===== config.mk =====
export PLATFORM = sky130hd
export DESIGN_NAME = vc_test_check_sink
export DESIGN_NICKNAME = d
export VERILOG_FILES = /design/src/rtl/vc_test_pkg.sv /design/src/rtl/vc_test_delay_ctr.sv /design/src/rtl/vc_test_check_sink.sv
export SDC_FILE = /design/constraint.sdc
export NUM_CORES = 1
export LEC_CHECK = 0
export ABC_CLOCK_PERIOD_IN_PS = 4600
export CAP_MARGIN = 0
export CORE_MARGIN = 5
export CORE_UTILIZATION = 43
export DETAILED_ROUTE_END_ITERATION = 16
export GPL_ROUTABILITY_DRIVEN = 0
export PLACE_DENSITY = 0.68
export SYNTH_ARGS = -nofsm -noshare
export SYNTH_HDL_FRONTEND = slang
export SYNTH_HIERARCHICAL = 1
export SYNTH_SLANG_ARGS = --single-unit

===== constraint.sdc =====
create_clock -name clk -period 4.6 [get_ports clk]
set_input_delay 0.46 -clock clk [delete_from_list [all_inputs] [get_ports clk]]
set_output_delay 0.46 -clock clk [all_outputs]
set_load 0.01 [all_outputs]

===== src/rtl/vc_test_pkg.sv =====
// Shared types for the test check sink.
// Holds the sink FSM states and the error counter width.
package vc_test_pkg;

    typedef enum logic [1:0] {
        ST_INIT,
        ST_READY,
        ST_DELAY,
        ST_DONE
    } state_e;

    localparam int ERR_CNT_W = 16;

endpackage


===== src/rtl/vc_test_delay_ctr.sv =====
// Down-counter that times the idle gap after each accepted message.
// The counter loads, decrements to zero and holds there.
module vc_test_delay_ctr #(
    parameter int W = 32
) (
    input  logic         clk,
    input  logic         reset,
    input  logic         load,
    input  logic [W-1:0] load_val,
    input  logic         dec,
    output logic         zero
);

    logic [W-1:0] cnt_q;
    logic [W-1:0] cnt_d;

    // Load takes priority; decrement stops at zero.
    always_comb begin
        cnt_d = cnt_q;
        if (load) begin
            cnt_d = load_val;
        end else if (dec && (cnt_q != '0)) begin
            cnt_d = cnt_q - W'(1);
        end
    end

    // Count register, cleared asynchronously.
    always_ff @(posedge clk or negedge reset) begin
        if (!reset) begin
            cnt_q <= '0;
        end else begin
            cnt_q <= cnt_d;
        end
    end

    assign zero = (cnt_q == '0);

endmodule


===== src/rtl/vc_test_check_sink.sv =====
// Test sink: compares incoming messages against a loaded store.
// Reports done, sticky error, mismatch count and first bad index.
module vc_test_check_sink
    import vc_test_pkg::*;
#(
    parameter  int p_msg_nbits = 8,
    parameter  int p_num_msgs  = 16,
    localparam int IW          = $clog2(p_num_msgs),
    localparam int CW          = $clog2(p_num_msgs + 1)
) (
    input  logic                   clk,
    input  logic                   reset,
    input  logic [31:0]            delay_amt,
    input  logic                   load_en,
    input  logic [IW-1:0]          load_addr,
    input  logic [p_msg_nbits-1:0] load_msg,
    input  logic [CW-1:0]          num_expected,
    input  logic                   in_val,
    output logic                   in_rdy,
    input  logic [p_msg_nbits-1:0] in_msg,
    output logic                   done,
    output logic                   error,
    output logic [ERR_CNT_W-1:0]   err_count,
    output logic [IW-1:0]          err_idx,
    input  logic                   test_cnt_ld,
    input  logic [ERR_CNT_W-1:0]   test_cnt_val
);

    state_e                 state_q, state_d;
    logic [IW-1:0]          idx_q, idx_d;
    logic [CW-1:0]          nexp_q, nexp_d;
    logic                   err_q, err_d;
    logic [ERR_CNT_W-1:0]   cnt_q, cnt_d;
    logic [IW-1:0]          eidx_q, eidx_d;
    logic                   mis_q, mis_d;
    logic [p_msg_nbits-1:0] mem_q [p_num_msgs];

    logic                   xfer;
    logic                   mismatch;
    logic [CW-1:0]          idx_nx;
    logic                   ctr_load;
    logic                   ctr_dec;
    logic                   ctr_zero;
    logic [31:0]            ctr_val;

    assign in_rdy   = (state_q == ST_READY);
    assign done     = (state_q == ST_DONE);
    assign xfer     = in_val && in_rdy;
    assign mismatch = xfer && (in_msg != mem_q[idx_q]);
    assign idx_nx   = CW'(idx_q) + CW'(1);
    assign ctr_val  = delay_amt - 32'd1;

    vc_test_delay_ctr #(
        .W(32)
    ) u_ctr (
        .clk     (clk),
        .reset   (reset),
        .load    (ctr_load),
        .load_val(ctr_val),
        .dec     (ctr_dec),
        .zero    (ctr_zero)
    );

    // Next-state, compare and error bookkeeping.
    always_comb begin
        state_d  = state_q;
        idx_d    = idx_q;
        nexp_d   = nexp_q;
        err_d    = err_q;
        cnt_d    = cnt_q;
        eidx_d   = eidx_q;
        mis_d    = mis_q;
        ctr_load = 1'b0;
        ctr_dec  = 1'b0;
        unique case (state_q)
            ST_INIT: begin
                nexp_d  = num_expected;
                state_d = (num_expected == '0) ? ST_DONE : ST_READY;
            end
            ST_READY: begin
                if (in_val) begin
                    idx_d = idx_q + IW'(1);
                    if (idx_nx == nexp_q) begin
                        state_d = ST_DONE;
                    end else if (delay_amt == 32'd0) begin
                        state_d = ST_READY;
                    end else begin
                        state_d  = ST_DELAY;
                        ctr_load = 1'b1;
                    end
                end
            end
            ST_DELAY: begin
                ctr_dec = 1'b1;
                if (ctr_zero) begin
                    state_d = ST_READY;
                end
            end
            ST_DONE: begin
                if (in_val) begin
                    err_d = 1'b1;
                end
            end
            default: state_d = ST_INIT;
        endcase
        if (mismatch) begin
            err_d = 1'b1;
            if (cnt_q != '1) begin
                cnt_d = cnt_q + ERR_CNT_W'(1);
            end
            if (!mis_q) begin
                eidx_d = idx_q;
                mis_d  = 1'b1;
            end
        end
        if (test_cnt_ld) begin
            cnt_d = test_cnt_val;
        end
    end

    // Control and status registers, cleared asynchronously.
    always_ff @(posedge clk or negedge reset) begin
        if (!reset) begin
            state_q <= ST_INIT;
            idx_q   <= '0;
            nexp_q  <= '0;
            err_q   <= 1'b0;
            cnt_q   <= '0;
            eidx_q  <= '0;
            mis_q   <= 1'b0;
        end else begin
            state_q <= state_d;
            idx_q   <= idx_d;
            nexp_q  <= nexp_d;
            err_q   <= err_d;
            cnt_q   <= cnt_d;
            eidx_q  <= eidx_d;
            mis_q   <= mis_d;
        end
    end

    // Expected-message store; survives reset.
    always_ff @(posedge clk) begin
        if (load_en) begin
            mem_q[load_addr] <= load_msg;
        end
    end

    assign error     = err_q;
    assign err_count = cnt_q;
    assign err_idx   = eidx_q;

`ifndef SYNTHESIS
    chk_no_x: assert property (@(posedge clk) disable iff (!reset)
        !$isunknown({in_val, delay_amt}));
`endif

endmodule


Yosys cells after proc, flatten, opt, wreduce, memory -nomap -nowiden. Memory sizes are Yosys's and may differ from the RTL's. Index checks and enable logic that the tools add are counted. W data, S select, Z words.

Multiply operators: 0. Equality and inequality tests: 8. Bitwise operators: 1. Order comparisons: 0. Reduce and logical (&&, ||, !) cells: 19. $add $sub $neg: 5. Multiplexer cells: 21. Shift operators: 0. Divide/modulo/power cells: 0.

Operators by type and width (count): $logic_not A32 Y1 (2); $mux W32 (2); $sub A32 B1 Y32 const B (2); $mux W16 (3); $reduce_bool A32 Y1 (1); $add A16 B1 Y16 const B (1); $ne A16 B16 Y1 const B (1); $mux W1 (10); $mux W2 (5); $reduce_bool A2 Y1 (5); $ne A8 B8 Y1 (1); $reduce_and A2 Y1 (4); $pmux W2 S3 (1); $add A4 B1 Y5 const B (1); $eq A5 B5 Y1 (1); $logic_not A5 Y1 (1); $add A4 B1 Y4 const B (1); $eq A2 B2 Y1 const B (2); $ne A2 B2 Y1 const B (2); $logic_and A1 B1 Y1 (3); $reduce_and A3 Y1 (1); $reduce_bool A3 Y1 (1); $eq A2 B1 Y1 const B (1); $logic_not A2 Y1 (1); $not A1 Y1 (1).

Bits in latches: 0. Logic and storage cells: 63. Memory bits (writable): 128. Output and inout bits: 23. Bits of input ports: 78. Memory bits (read-only): 0. Memories kept: 1. Flip-flop bits (word level): 65.

Memory list: mem_q (depth 16, bits a word 8, read ports 1, clocked after memory_dff 0, write ports 1, RTL line vc_test_check_sink.sv:36) `logic [p_msg_nbits-1:0] mem_q [p_num_msgs];`.

Longest topological paths before layout. Gate-level depths: netlist of run 1.

Word-level depth: 6. Gate-level depth with buffers: 14. Depth with buffers taken out: 10.

By module. The synthesis of run 1 kept the hierarchy.

By module, submodules not included: vc_test_check_sink (area each 7827.5 um^2, instances 1, sequential area each 4669.5 um^2, cells each 586); vc_test_delay_ctr (area each 2058.2 um^2, instances 1, sequential area each 800.8 um^2, cells each 243).

Least setup slack after synthesis of run 1. No wires, ideal clock.

Path kind: in2reg. Start point: input port delay_amt[20]. End point: register u_ctr.cnt_q[3]. Buffers on the path: 2. Data arrival time: 3.331 ns. Required time: 4.518 ns. Setup slack: 1.187 ns. Library setup time: 0.082 ns. Cell stages on the path: 11. Cells stage by stage: or4_1 -> or3_1 -> or4_1 -> or4b_1 -> o21ai_1 -> nor2_1 -> clkbuf_1 -> clkinv_1 -> clkbuf_1 -> nor2_1 -> a31oi_1.

Word-level cells in the longest chain between the ends: 6. Elaborated cells on any way between the ends: 7. Classes of those cells: 5 x mux; 2 x reduce/logical.

Ends and longest elaborated chain: start: declaration (RTL line vc_test_check_sink.sv:13) `input logic [31:0] delay_amt,`; $logic_not A32 Y1 * (RTL line vc_test_check_sink.sv:85) `end else if (delay_amt == 32'd0) begin`; $mux W1 * (RTL line vc_test_check_sink.sv:85); $mux W1 * (RTL line vc_test_check_sink.sv:83) `if (idx_nx == nexp_q) begin`; $mux W1 * (RTL line vc_test_check_sink.sv:81) `if (in_val) begin`; $mux W1 * (RTL line vc_test_check_sink.sv:75) `unique case (state_q)`; named net ctr_load (RTL line vc_test_check_sink.sv:41) `logic ctr_load;`; $mux W32 / $reduce_bool A2 Y1 (equally long branches); end signal: assignment (RTL line vc_test_delay_ctr.sv:32) `cnt_q <= cnt_d;`; end: declaration (RTL line vc_test_delay_ctr.sv:14) `logic [W-1:0] cnt_q;`.

Mark *: on every way through the listed nets, which the timed path passes. The rest lies on a longest branch. A chain may end at the register's enable or synchronous reset.

Worst setup path after layout of run 1.
Start point: register idx_q[0]. End point: register u_ctr.cnt_q[8].

Word-level cells in the longest chain between the ends: 6. Elaborated cells on any way between the ends: 7. Classes of those cells: 1 x add/sub; 1 x eq/ne; 4 x mux; 1 x reduce/logical.

Ends and longest elaborated chain: start: declaration (RTL line vc_test_check_sink.sv:30) `logic [IW-1:0] idx_q, idx_d;`; start signal: assignment (RTL line vc_test_check_sink.sv:133) `idx_q <= idx_d;`; $add A4 B1 Y5 * (RTL line vc_test_check_sink.sv:50) `assign idx_nx = CW'(idx_q) + CW'(1);`; $eq A5 B5 Y1 * (RTL line vc_test_check_sink.sv:83); $mux W1 * (RTL line vc_test_check_sink.sv:83); $mux W1 * (RTL line vc_test_check_sink.sv:81); $mux W1 * (RTL line vc_test_check_sink.sv:75); named net ctr_load (RTL line vc_test_check_sink.sv:41); $mux W32 / $reduce_bool A2 Y1 (equally long branches).

Marks and branches as above.

==> results.yml, run 1 <==
power:
  p_leak_nw: 3.944
  power_density_nw_per_um2: 319.8
  irDropWorstVdd_v: 0.0002399
setup_path:
  cp-end-kind: "flop"
  crit_type: "reg -> reg"
  cp_slowest_stage_delay_ns: 0.74
  worst-path-buf-inv: 2
  cp_top_family: "simple AND/OR/NAND/NOR gates"
  crit_path_start_kind: "flop"
  cp_cell_sequence: "ha_1, nor2b_1, nor3_1, a21oi_1, o2111ai_1, o21ai_1, nor2_2, clkinv_1, buf_12, o311ai_0, nand3_1"
  cp_slowest_cell: "dfrtp_2"
  arrival_ns: 4.09
  cp_max_fo: 23
  crit_required_ns: 4.91
cells_and_area:
  areaGrowthSynthToFinish_pct: 19.54
  nets: 1013
  fill_cells: 1964
  layout_commonest_cell: "edfxtp_1"
  num_antenna_cells: 0
  layout-drive-gt1-share_pct: 10.76
  fin_area_sq_um: 11820
  fin_util_pct: 52.20
  final_cell_mix: "edfxtp_1, clkdlybuf4s50_1, nor2_1, dfrtp_1, nand2_1"
die:
  die_w_um: 161.6
  chipHeight_um: 161.6
  core_area_sq_um: 22640
  io_pins: 101
  rows: 55
  start_util_pct: 43.66
  die_area_sq_um: 26120
timing:
  fin_ws_ns: 0.8175
  relSlewSlack_pct: 24.95
  max_freq_mhz: 264.4
  rsz0062_at_grt: "no"
  setup_viol: 0
  maxSlewViolCount: 0
  finalCriticalPeriod_ns: 3.782
  hold_violations: 0
  worst_slew_pin_slew_ns: 1.117
  period_share_pct: 82.23
  fin_setup_tns_ns: 0
  finalClockSkew_ns: 0.01573
hold_path:
  hp-class: "in -> async"
grt:
  track_usage_pct: 18.43
  grt_pass1_vias: 6872
  gr-total-overflow: 0
  antenna_found_initial: 0
  grt_max_degree: 35
  grt_pass1_wl_um: 38040
placed_design:
  port_buffers: 100
  post-place-ws_ns: 0.4646
  hpwl_um: 16850
  placed_area_sq_um: 11150
logic_synthesis:
  yosys.area.top_type: "edfxtp_1"
  syn_nets: 916
  synth_cells: 829
  synthTopCellsByArea: "edfxtp_1, dfrtp_1, mux2_2"
  synth_edf_count: 128
  synthArstFlopShare_pct: 33.68
  ys_types: 76
  yosysWarnings: 6
  yosys.area_share.simple_pct: 15.77
  synthAdderAreaFrac_pct: 1.139
  muxShareOfSynthArea_pct: 8.986
  synth_top_family_by_area: "simple AND/OR/NAND/NOR gates"
  avgSynthCellArea_sq_um: 11.92
  yosysSeqAreaShare_pct: 55.33
  ys_seq_elements: 193
  synth-xor-area-share_pct: 4.075
  synth-compound-area-share_pct: 11.14
  synthFlopType: "edfxtp_1"
  synth_top_cell_area_share_pct: 38.88
  syn_area_sq_um: 9886
routing:
  drt_iter0_markers: 460
  drt_wl_total_um: 24060
  wl_per_cell_um: 19.66
  drc_errors: 0
  ant_nets: 0
  routed_via_density: 5.892
  firstDrtPassIters: 4
  num_vias: 7212
clock_tree:
  cts_buffers: 17
  cts_num_sinks: 193
  cts_resized: 0
  htreeDepth: 4
  clock_latency_ns: 0.45
  path_clk_slew_ns: 0.08
  cts_buffer_depth: 2
  hold_buffers: 0
  post_cts_buffers: 0
  clockRootBuffer: "clkbuf_16"
  tritoncts: "yes"
run:
  drv_cap: 0
run_status:
  status: "finished, final reports clean"
-- report_power, final --
part	switching (W)	leakage, nW	internal (W)	total [W]
clock network	0.000830	0.320	0.000786	0.00162
registers	0.0000213	1.84	0.00189	0.00191
logic	0.000132	1.79	0.000121	0.000252
total	0.000983	3.94	0.00280	0.00378
-- kinds of logic after synthesis --
| family | after synthesis |
|---|---|
| multiplexers | 62 |
| buffers and inverters | 68 |
| AND/OR/NAND/NOR | 297 |
| AO/OA/AOI/OAI | 154 |
| flip-flops | 193 |
| adder cells (fa/ha/maj) | 9 |
| XOR/XNOR | 46 |
-- worst register-to-register path, cell delays in order, from the launching register on --
cell and delay (ns):
dfrtp_2 0.74, ha_1 0.34, nor2b_1 0.07, nor3_1 0.17
a21oi_1 0.06, o2111ai_1 0.32, o21ai_1 0.16, nor2_2 0.65
clkinv_1 0.61, buf_12 0.33, o311ai_0 0.11, nand3_1 0.10
-- worst paths after layout --
| kind | startpoint | end | slack (ns) | cells after the start |
|---|---|---|---|---|
| max in group asynchronous | reset | err_count[15] | 3.58 | 2 |
| min in group clk | error | error | 0.47 | 2 |
| worst max-delay path | idx_q[0] | u_ctr/cnt_q[8] | 0.82 | 11 |
| worst min-delay path | reset | u_ctr/cnt_q[19] | 0.08 | 1 |
| worst min register to register | error | error | 0.47 | 2 |
| worst max register to register | idx_q[0] | u_ctr/cnt_q[8] | 0.82 | 11 |
-- through the flow --
step | total power [W] | hold WS, ns | instances
6_report | 0.003779 | 0.07802 | 1224
3_5_place_dp | 0.002200 | 0.4488 | 1192
3_3_place_gp | 0.002197 | 0.4435 | 1192
4_1_cts | 0.003810 | 0.09828 | 1224
2_1_floorplan | 0.002031 | 0.1644 | 829
5_1_grt | 0.003914 | 0.1277 | 1224
-- final cells by class --
cell class / count / area, sq um / share of cell area, %
clock inverters: 15 / 242.7 / 2.054
multi-input cells: 568 / 4071 / 34.45
flip-flops and latches: 193 / 5472 / 46.30
clock buffers: 17 / 425.4 / 3.600
inverters: 31 / 116.4 / 0.9847
repair buffers: 115 / 1134 / 9.592
well taps: 285 / 356.6 / 3.017
-- synth_stat cells, types with 8 or more instances --
| master | instances |
|---|---|
| xnor2_1 | 19 |
| ha_1 | 9 |
| a31oi_1 | 31 |
| o21ai_0 | 30 |
| nor4_1 | 8 |
| nor2_1 | 76 |
| mux2_2 | 26 |
| a21oi_1 | 10 |
| edfxtp_1 | 128 |
| o31ai_1 | 16 |
| nand3_1 | 32 |
| xor2_1 | 27 |
| nor3_1 | 28 |
| mux4_1 | 9 |
| or3_1 | 20 |
| nand4_1 | 15 |
| o22ai_1 | 12 |
| nand2_1 | 49 |
| mux2i_1 | 19 |
| clkbuf_1 | 19 |
| or4_1 | 24 |
| inv_1 | 27 |
| dfrtp_1 | 65 |
-- layer usage --
layer / global-route usage [%] / wire [um]
met1: 26.99 / 11220
met2: 28.89 / 11120
met3: 3.190 / 1440
met4: 4.421 / 278
met5: 0 / 0
-- sequential cells by signal (all words and copies together), names as in the netlist --
register	count
mem_q	128
u_ctr/cnt_q	32
err_count	16
nexp_q	5
err_idx	4
idx_q	4
state_q	2
error	1
mis_q	1
(Power assumes the default switching activity.)
==> run 2, diff against run 1 <==
Settings changed: ABC_CLOCK_PERIOD_IN_PS 4600 to 3500.
Clock period 4.6 ns to 3.5 ns, I/O delays scaled along.
==> run 2 against run 1 <==
  * Wire length up 0.79%
  * Sequential cell count did not move
  * Global-route usage rose by 0.39 points
  * Die area unchanged
  * Critical path type unchanged
  * Utilization increased by 0.67 points
  * Critical endpoint is now err_count[11]
  * Total power grew 30%
  * Via count is 1.2% higher
  * Clock power grew 28%
==> results.yml, run 2 (synthesis results as in run 1) <==
run_status:
  status: "finished, final reports clean"
power:
  irDropWorstVdd_v: 0.0002966
  p_leak_nw: 4.041
  power_density_nw_per_um2: 411.4
grt:
  grt_pass1_vias: 6885
  antenna_found_initial: 0
  track_usage_pct: 18.82
  grt_max_degree: 46
  gr-total-overflow: 0
  grt_pass1_wl_um: 38720
timing:
  rsz0062_at_grt: "no"
  finalClockSkew_ns: 0.01690
  relSlewSlack_pct: 39.06
  hold_violations: 0
  setup_viol: 0
  worst_slew_pin_slew_ns: 0.9108
  maxSlewViolCount: 0
  finalCriticalPeriod_ns: 3.340
  period_share_pct: 95.42
  max_freq_mhz: 299.4
setup_path:
  crit_path_start_kind: "flop"
  cp_max_fo: 7
  crit_type: "reg -> reg"
  arrival_ns: 3.69
  crit_required_ns: 3.85
  cp-end-kind: "flop"
cells_and_area:
  fin_area_sq_um: 11970
  final_cell_mix: "edfxtp_1, clkdlybuf4s50_1, nor2_1, dfrtp_1, nand2_1"
  top_register: "mem_q"
  fin_util_pct: 52.87
  nets: 1036
  layout_commonest_cell: "edfxtp_1"
  num_antenna_cells: 0
  areaGrowthSynthToFinish_pct: 21.07
  layout-drive-gt1-share_pct: 12.79
  largest_register_ffs: 128
die:
  die_w_um: 161.6
  start_util_pct: 43.66
  core_area_sq_um: 22640
  io_pins: 101
  chipHeight_um: 161.6
  die_area_sq_um: 26120
  rows: 55
clock_tree:
  cts_buffers: 17
  htreeDepth: 4
  clock_latency_ns: 0.44
  cts_num_sinks: 193
  path_clk_slew_ns: 0.09
  cts_buffer_depth: 2
  clockRootBuffer: "clkbuf_16"
  tritoncts: "yes"
routing:
  wl_per_cell_um: 19.45
  routed_via_density: 5.852
  drt_iter0_markers: 712
  firstDrtPassIters: 5
  drt_wl_total_um: 24250
  drc_errors: 0
  num_vias: 7298
  ant_nets: 0
placed_design:
  port_buffers: 100
  placed_area_sq_um: 11300
  hpwl_um: 17280
run:
  drv_cap: 0
hold_path:
  hp-class: "in -> async"
==> run 2: worst max-delay path: stages (launching register included) <==
cell and delay (ns):
dfrtp_2 0.52, buf_4 0.23, mux4_1 0.57, mux2i_1 0.23, xnor2_1 0.16, a2111oi_0 0.09
a31o_1 0.25, a41o_2 0.34, buf_4 0.17, or4_1 0.50, a31oi_1 0.18
==> run 2: routing by layer <==
layer	wire length [um]	up-vias	share of wire (%)	global-route usage [%]
li1	-	3465	-	-
met1	11220	3542	46	27.16
met2	11110	280	46	29.42
met3	1787	11	7.4	4.440
met4	136	0	0.56	3.768
met5	0	-	0	0
==> run 2: final timing paths <==
path | startpoint | to | slack, ns | cells after the start
setup / recovery | idx_q[0] | err_count[11] | 0.16 | 10
hold / removal | reset | u_ctr/cnt_q[18] | 0.39 | 2
setup reg to reg | idx_q[0] | err_count[11] | 0.16 | 10
hold reg to reg | mis_q | mis_q | 0.46 | 1
max in group asynchronous | reset | idx_q[0] | 2.09 | 3
min in group clk | mis_q | mis_q | 0.46 | 1
==> run 2: report_power, final <==
| group | internal (W) | total (W) | switching, W | leakage, nW |
|---|---|---|---|---|
| registers | 0.00248 | 0.00251 | 0.0000277 | 1.84 |
| clock network | 0.00102 | 0.00208 | 0.00106 | 0.312 |
| logic | 0.000163 | 0.000338 | 0.000174 | 1.89 |
==> run 2: timing repair <==
item | in CTS | in global routing
endpoints found under the setup margin | 0 | 12
setup buffers | 0 | 1
hold endpoints to repair | 20 | 0
hold buffers | 1 | 0
resized for setup | 0 | 1
==> run 2: per-stage QoR <==
stage | setup WS, ns | cells | setup TNS (ns) | hold WS, ns | total power, W
final | 0.1603 | 1247 | 0 | 0.3924 | 0.004925
after CTS | 0.04200 | 1246 | 0 | 0.4042 | 0.004970
after floorplan | 0.1970 | 829 | 0 | 0.05441 | 0.002669
after detailed placement | -0.1144 | 1213 | -0.4773 | 0.3347 | 0.002896
after global placement | -0.02546 | 1213 | -0.04814 | 0.3348 | 0.002893
after global routing | 0.01584 | 1247 | 0 | 0.4408 | 0.005106
==> run 2: final cells by class <==
| class | instances | area [sq um] |
|---|---|---|
| Fill cell | 1952 | 10670 |
| Sequential cell | 193 | 5472 |
| Multi-Input combinational cell | 568 | 4068 |
| Timing Repair Buffer | 138 | 1309 |
| Clock buffer | 17 | 425.4 |
| Tap cell | 285 | 356.6 |
| Clock inverter | 15 | 222.7 |
| Inverter | 31 | 116.4 |
==> run 3, diff against run 2 <==
Settings changed: PLACE_DENSITY 0.68 to 0.73.
==> run 3 against run 2 <==
  * Final cell count grew 0.40%
  * Design area is 0.66% higher
  * Sequential share of layout area is 0.27 points lower
  * Largest power group unchanged
==> results.yml, run 3 (synthesis results as in run 1) <==
grt:
  grt_pass1_wl_um: 38450
  track_usage_pct: 18.64
  grt_pass1_vias: 7148
  gr-total-overflow: 0
  grt_max_degree: 33
  antenna_found_initial: 0
clock_tree:
  tritoncts: "yes"
  cts_num_sinks: 193
  path_clk_slew_ns: 0.09
  post_cts_buffers: 0
  clock_latency_ns: 0.45
  clockRootBuffer: "clkbuf_16"
  cts_buffer_depth: 2
  cts_buffers: 17
  htreeDepth: 4
timing:
  finalCriticalPeriod_ns: 3.307
  relSlewSlack_pct: 37.90
  rsz0062_at_grt: "no"
  finalClockSkew_ns: 0.01887
  maxSlewViolCount: 0
  max_freq_mhz: 302.4
  setup_viol: 0
  period_share_pct: 94.48
  fin_setup_tns_ns: 0
  worst_slew_pin_slew_ns: 0.9281
  hold_violations: 0
  hold_slack_ns: 0.3630
cells_and_area:
  final_cell_mix: "edfxtp_1, clkdlybuf4s50_1, nor2_1, dfrtp_1, nand2_1"
  layout_commonest_cell: "edfxtp_1"
  layout-drive-gt1-share_pct: 13.34
  largest_register_ffs: 128
  nets: 1041
  num_antenna_cells: 0
  finalNonFillerCells: 1252
  top_register: "mem_q"
  fin_area_sq_um: 12050
  areaGrowthSynthToFinish_pct: 21.87
die:
  die_area_sq_um: 26120
  start_util_pct: 43.66
  io_pins: 101
  chipHeight_um: 161.6
  rows: 55
  die_w_um: 161.6
  core_area_sq_um: 22640
power:
  p_leak_nw: 4.086
  power_density_nw_per_um2: 413.7
  p_switching_w: 0.001303
  switching_share_pct: 26.15
  p_int_w: 0.003681
  comb_power_share_pct: 6.8
  irDropWorstVdd_v: 0.0003221
  p_seq_share_pct: 50.4
  pwr-share-clk_pct: 42.8
routing:
  firstDrtPassIters: 5
  drt_iter0_markers: 623
  num_vias: 7430
  drc_errors: 0
  routed_via_density: 5.935
  drt_wl_total_um: 24500
  ant_nets: 0
  wl_per_cell_um: 19.57
placed_design:
  port_buffers: 100
  hpwl_um: 17270
  dpl.cell_count: 1219
  placed_area_sq_um: 11370
hold_path:
  hp-class: "in -> async"
run_status:
  status: "finished, final reports clean"
setup_path:
  cp_max_fo: 19
  arrival_ns: 3.66
  cp-end-kind: "flop"
  crit_required_ns: 3.86
  crit_path_start_kind: "flop"
  crit_type: "reg -> reg"
run:
  drv_cap: 0
[run 3: worst paths after layout]
path	endpoint	cells after the start	slack, ns	from
max	err_count[6]	11	0.19	idx_q[0]
min	u_ctr/cnt_q[18]	2	0.36	reset
max reg2reg	err_count[6]	11	0.19	idx_q[0]
min reg2reg	error	2	0.48	error
max in group asynchronous	err_idx[0]	3	2.37	reset
min in group clk	err_count[13]	3	0.46	test_cnt_val[13]
[run 3: critical path, stage by stage, from the launching register on]
cell and delay (ns):
dfrtp_4 0.55, buf_4 0.30, buf_4 0.24, mux2i_1 0.28, o221ai_1 0.16, mux2i_1 0.15, nor3_1 0.08, a31o_1 0.27
a41o_1 0.33, buf_12 0.18, or4_1 0.49, a31oi_1 0.19
[run 3: per-stage QoR]
stage / power, W / utilization (%) / setup WS, ns
final: 0.004984 / 53.21 / 0.1932
after CTS: 0.005004 / 53.19 / 0.04285
after detailed placement: 0.002899 / 50.23 / -0.1683
after global routing: 0.005150 / 53.21 / 0.006587
after floorplan: 0.002669 / - / 0.1970
after global placement: 0.002892 / 50.23 / -0.09886
[run 3: final cells by class]
type	instances	area, sq um
Fill cell	1908	10590
Sequential cell	193	5475
Multi-Input combinational cell	568	4069
Inverter	31	116.4
Timing Repair Buffer	143	1371
Clock inverter	15	234.0
Tap cell	285	356.6
Clock buffer	17	425.4
[run 3: power by group through the flow]
stage	Combinational [W]	Clock, W	Sequential [W]
global placement	0.000333	0	0.00256
CTS	0.000342	0.00215	0.00251
floorplan	0.000108	0	0.00256
finish	0.000340	0.00213	0.00251
detailed placement	0.000337	0	0.00256
global route	0.000368	0.00226	0.00252
[run 3: what timing repair did]
item / in CTS / in global routing
setup endpoints to repair: 0 / 26
hold buffers: 1 / 0
endpoints found under the hold margin: 16 / 0
gates resized for setup: 0 / 3
[run 3: metal layers]
metal / global-route usage, % / up-vias / part of all wire, %
met3: 3.981 / 33 / 7.1
li1: - / 3476 / -
met4: 4.844 / 0 / 1.5
met2: 29.69 / 302 / 46
met1: 26.23 / 3619 / 45
met5: 0 / - / 0
==> RTL change: new RTL, config.mk and constraints of run 2 <==
Make the reset (`reset`) synchronous in 2 clocked blocks. Comments in the files are not updated.
--- a/src/rtl/vc_test_delay_ctr.sv
+++ b/src/rtl/vc_test_delay_ctr.sv
@@ -25,7 +25,7 @@
     end
 
     // Count register, cleared asynchronously.
-    always_ff @(posedge clk or negedge reset) begin
+    always_ff @(posedge clk) begin
         if (!reset) begin
             cnt_q <= '0;
         end else begin
--- a/src/rtl/vc_test_check_sink.sv
+++ b/src/rtl/vc_test_check_sink.sv
@@ -119,7 +119,7 @@
     end
 
     // Control and status registers, cleared asynchronously.
-    always_ff @(posedge clk or negedge reset) begin
+    always_ff @(posedge clk) begin
         if (!reset) begin
             state_q <= ST_INIT;
             idx_q   <= '0;
Formal check against the unedited RTL: differs if reset is asserted again (counterexample within 4 cycles, from zero or initial values and one cycle with reset low); with reset held inactive, the same outputs for 10 cycles.
==> RTL change against run 2 <==
  * Sequential cell count grew 4
  * Design area shrank 1.2%
  * Critical endpoint is now err_count[8]
  * Area after synthesis shrank 1.0%
  * Largest cell class unchanged
  * Routed wire length shrank 5.1%
  * Worst setup slack gained 0.093 ns
  * Synthesized cell count shrank 2.5%
Power is not compared: it rests on default switching activity, and its combinational part moved more than twofold at a synthesized area within 25%.
==> RTL change: results (changes against run 2) <==
- DR WL/cell: 18.8 um (was 19.4 um)
- FF-to-FF End: err_count[8] (was err_count[11])
- Hold path endpoint: mis_q
- Synth async-reset ratio: 0 (was 0.337)
- Worst R2R Path Depth: 9 (was 10)
- Share of layout cells above drive strength 1: 0.124 (was 0.128)
- Worst Skew: 0.0162 ns (was 0.0169 ns)
- Synth Area in Compound Gates: 0.118 (was 0.111)
- Pre-CTS setup slack: 0.0569 ns (was -0.114 ns)
- Hold Path Origin: reset
- Post-synth EDFFs: 128 (unchanged)
- Maximum vdd ir drop: 0.304 mV
- Hold crit path type: in -> reg (was in -> async)
- Clock tree root driver cell: clkbuf_16 (unchanged)
- Biggest register: mem_q (unchanged)
- Largest net degree at the start of global routing: 46 (unchanged)
- Htree depth: 4 (unchanged)
- Total grt overflow: 0 (unchanged)
- Unique masters post-synth: 78 (was 76)
- CTS clk-pin slew, worst paths: 0.08 ns
- Clock Latency Late Sink: 0.44 ns (about the same)
- Drt pass-1 iters: 4 (was 5)
- Hpwl dp: 16.3 mm (was 17.3 mm)
- Vias in the first global route: 6757 (was 6885)
- Adder-Cell Fraction of Synth Area: 0.0115 (was 0.0114)
- GRT Resource Usage Total: 0.177 (was 0.188)
- CP arrival: 3.58 ns (was 3.69 ns)
- Measured slew at the worst slew-check pin: 0.965 ns (was 0.911 ns)
- Ys Warns: 6 (unchanged)
- Post-cts sizing count: 0 (unchanged)
- Routed vias: 6985 (was 7298)
- Initial antenna violation count: 1 (was 0)
- Worst hold stages: 2
- Mux cell area share after synthesis: 0.0994 (was 0.0899)
- Outcome: complete, no violations (unchanged)
- Area contributors post-synth: edfxtp_1 (39%), dfxtp_1 (14%), mux4_2 (5.5%) (was edfxtp_1 (39%), dfrtp_1 (16%), mux2_2 (3.0%))
- Leakage: 0.00398 uW
- First-pass GRT wire length: 36.4 mm (was 38.7 mm)
- Nets: 1011 (was 1036)
- Largest register FFs: 128 (unchanged)
- Postcts setup bufs: 0 (unchanged)
- Area share of xor/xnor cells in the synthesized design: 0.0510 (was 0.0408)
- Syn nets: 895 (was 916)
- Setup slack, reg-to-reg: 0.25 ns (was 0.16 ns)
- Startpoint types: flop (unchanged)
- Worst Path Max Fanout: 31 (was 7)
- Most instantiated cells after synthesis: edfxtp_1 (128), dfxtp_1 (69), mux2i_1 (42), nand2_1 (38), nor2_1 (37) (was edfxtp_1 (128), nor2_1 (76), dfrtp_1 (65), nand2_1 (49), nand3_1 (32))
- Iter 0 DRT Violations: 410 (was 712)
- Post-synthesis sequential area ratio: 0.534 (was 0.553)
## RTL change: cell types whose count changed in the layout (fill, tap and decap cells not counted), moves of 12 or more
| cell | before | now |
|---|---|---|
| a31oi_1 | 31 | 14 |
| nor2_1 | 75 | 37 |
| dfxtp_1 | 0 | 68 |
| mux4_2 | 7 | 24 |
| or4_1 | 24 | 12 |
| mux2i_1 | 19 | 42 |
| dfrtp_1 | 64 | 0 |
| inv_1 | 27 | 15 |
| mux2_2 | 26 | 0 |
## RTL change: cell families (layout without fill, tap and decap cells)
family,after synthesis,after routing
flops,197,197
buf+inv,51,180
other cells,0,1
mux,67,67
fa+ha+maj,9,9
simple gates,268,268
xor+xnor,57,57
compound gates,159,159
## RTL change: cell type report
| cell class | instances | area [sq um] |
|---|---|---|
| fill | 1963 | 10700 |
| sequential | 197 | 5230 |
| multi-input combinational | 560 | 4280 |
| timing repair buffer | 133 | 1270 |
| clock buffer | 17 | 425 |
| tap | 285 | 357 |
| clock inverter | 15 | 205 |
| inverter | 15 | 56.3 |
| antenna | 1 | 2.50 |
## RTL change: metal layers
metal | global-route usage | vias up | share of wire
li1 | - | 3376 | -
met1 | 0.244 | 3385 | 0.45
met2 | 0.283 | 207 | 0.48
met3 | 0.0454 | 17 | 0.059
met4 | 0.0434 | 0 | 0.013
met5 | 0 | - | 0
## RTL change: worst max-delay path by stage
| stage | end | slack (ns) |
|---|---|---|
| 6_report | err_count[8] | 0.25 |
| 5_1_grt | err_count[8] | 0.06 |
| 4_1_cts | err_count[8] | 0.21 |
| 3_5_place_dp | u_ctr/cnt_q[27] | 0.06 |
| 3_3_place_gp | u_ctr/cnt_q[27] | 0.10 |
| 2_1_floorplan | u_ctr/cnt_q[27] | 0.53 |
## RTL change: power by group
part | internal [uW] | switching [uW] | total (uW)
clock | 997 | 1030 | 2030
sequential | 2700 | 234 | 2940
combinational | 985 | 1480 | 2470
## RTL change: per-stage QoR
step | utilization | std cells | power (uW) | hold WS (ns) | instance area (sq um)
after floorplan | - | 808 | 4730 | 0.443 | 9780
after global placement | 0.497 | 1190 | 5400 | 0.463 | 11200
after detailed placement | 0.497 | 1190 | 5420 | 0.469 | 11200
after CTS | 0.525 | 1222 | 7460 | 0.281 | 11800
after global routing | 0.525 | 1223 | 7840 | 0.290 | 11800
final | 0.525 | 1223 | 7430 | 0.287 | 11800
## RTL change: critical path, stage by stage, from the launching register on
cell	delay (ns)
dfxtp_1	0.72
buf_4	0.35
mux2i_1	0.11
mux4_2	0.48
xor2_1	0.16
nand3_1	0.11
o211ai_2	0.28
nand3_4	0.33
a41o_1	0.35
a32o_1	0.24
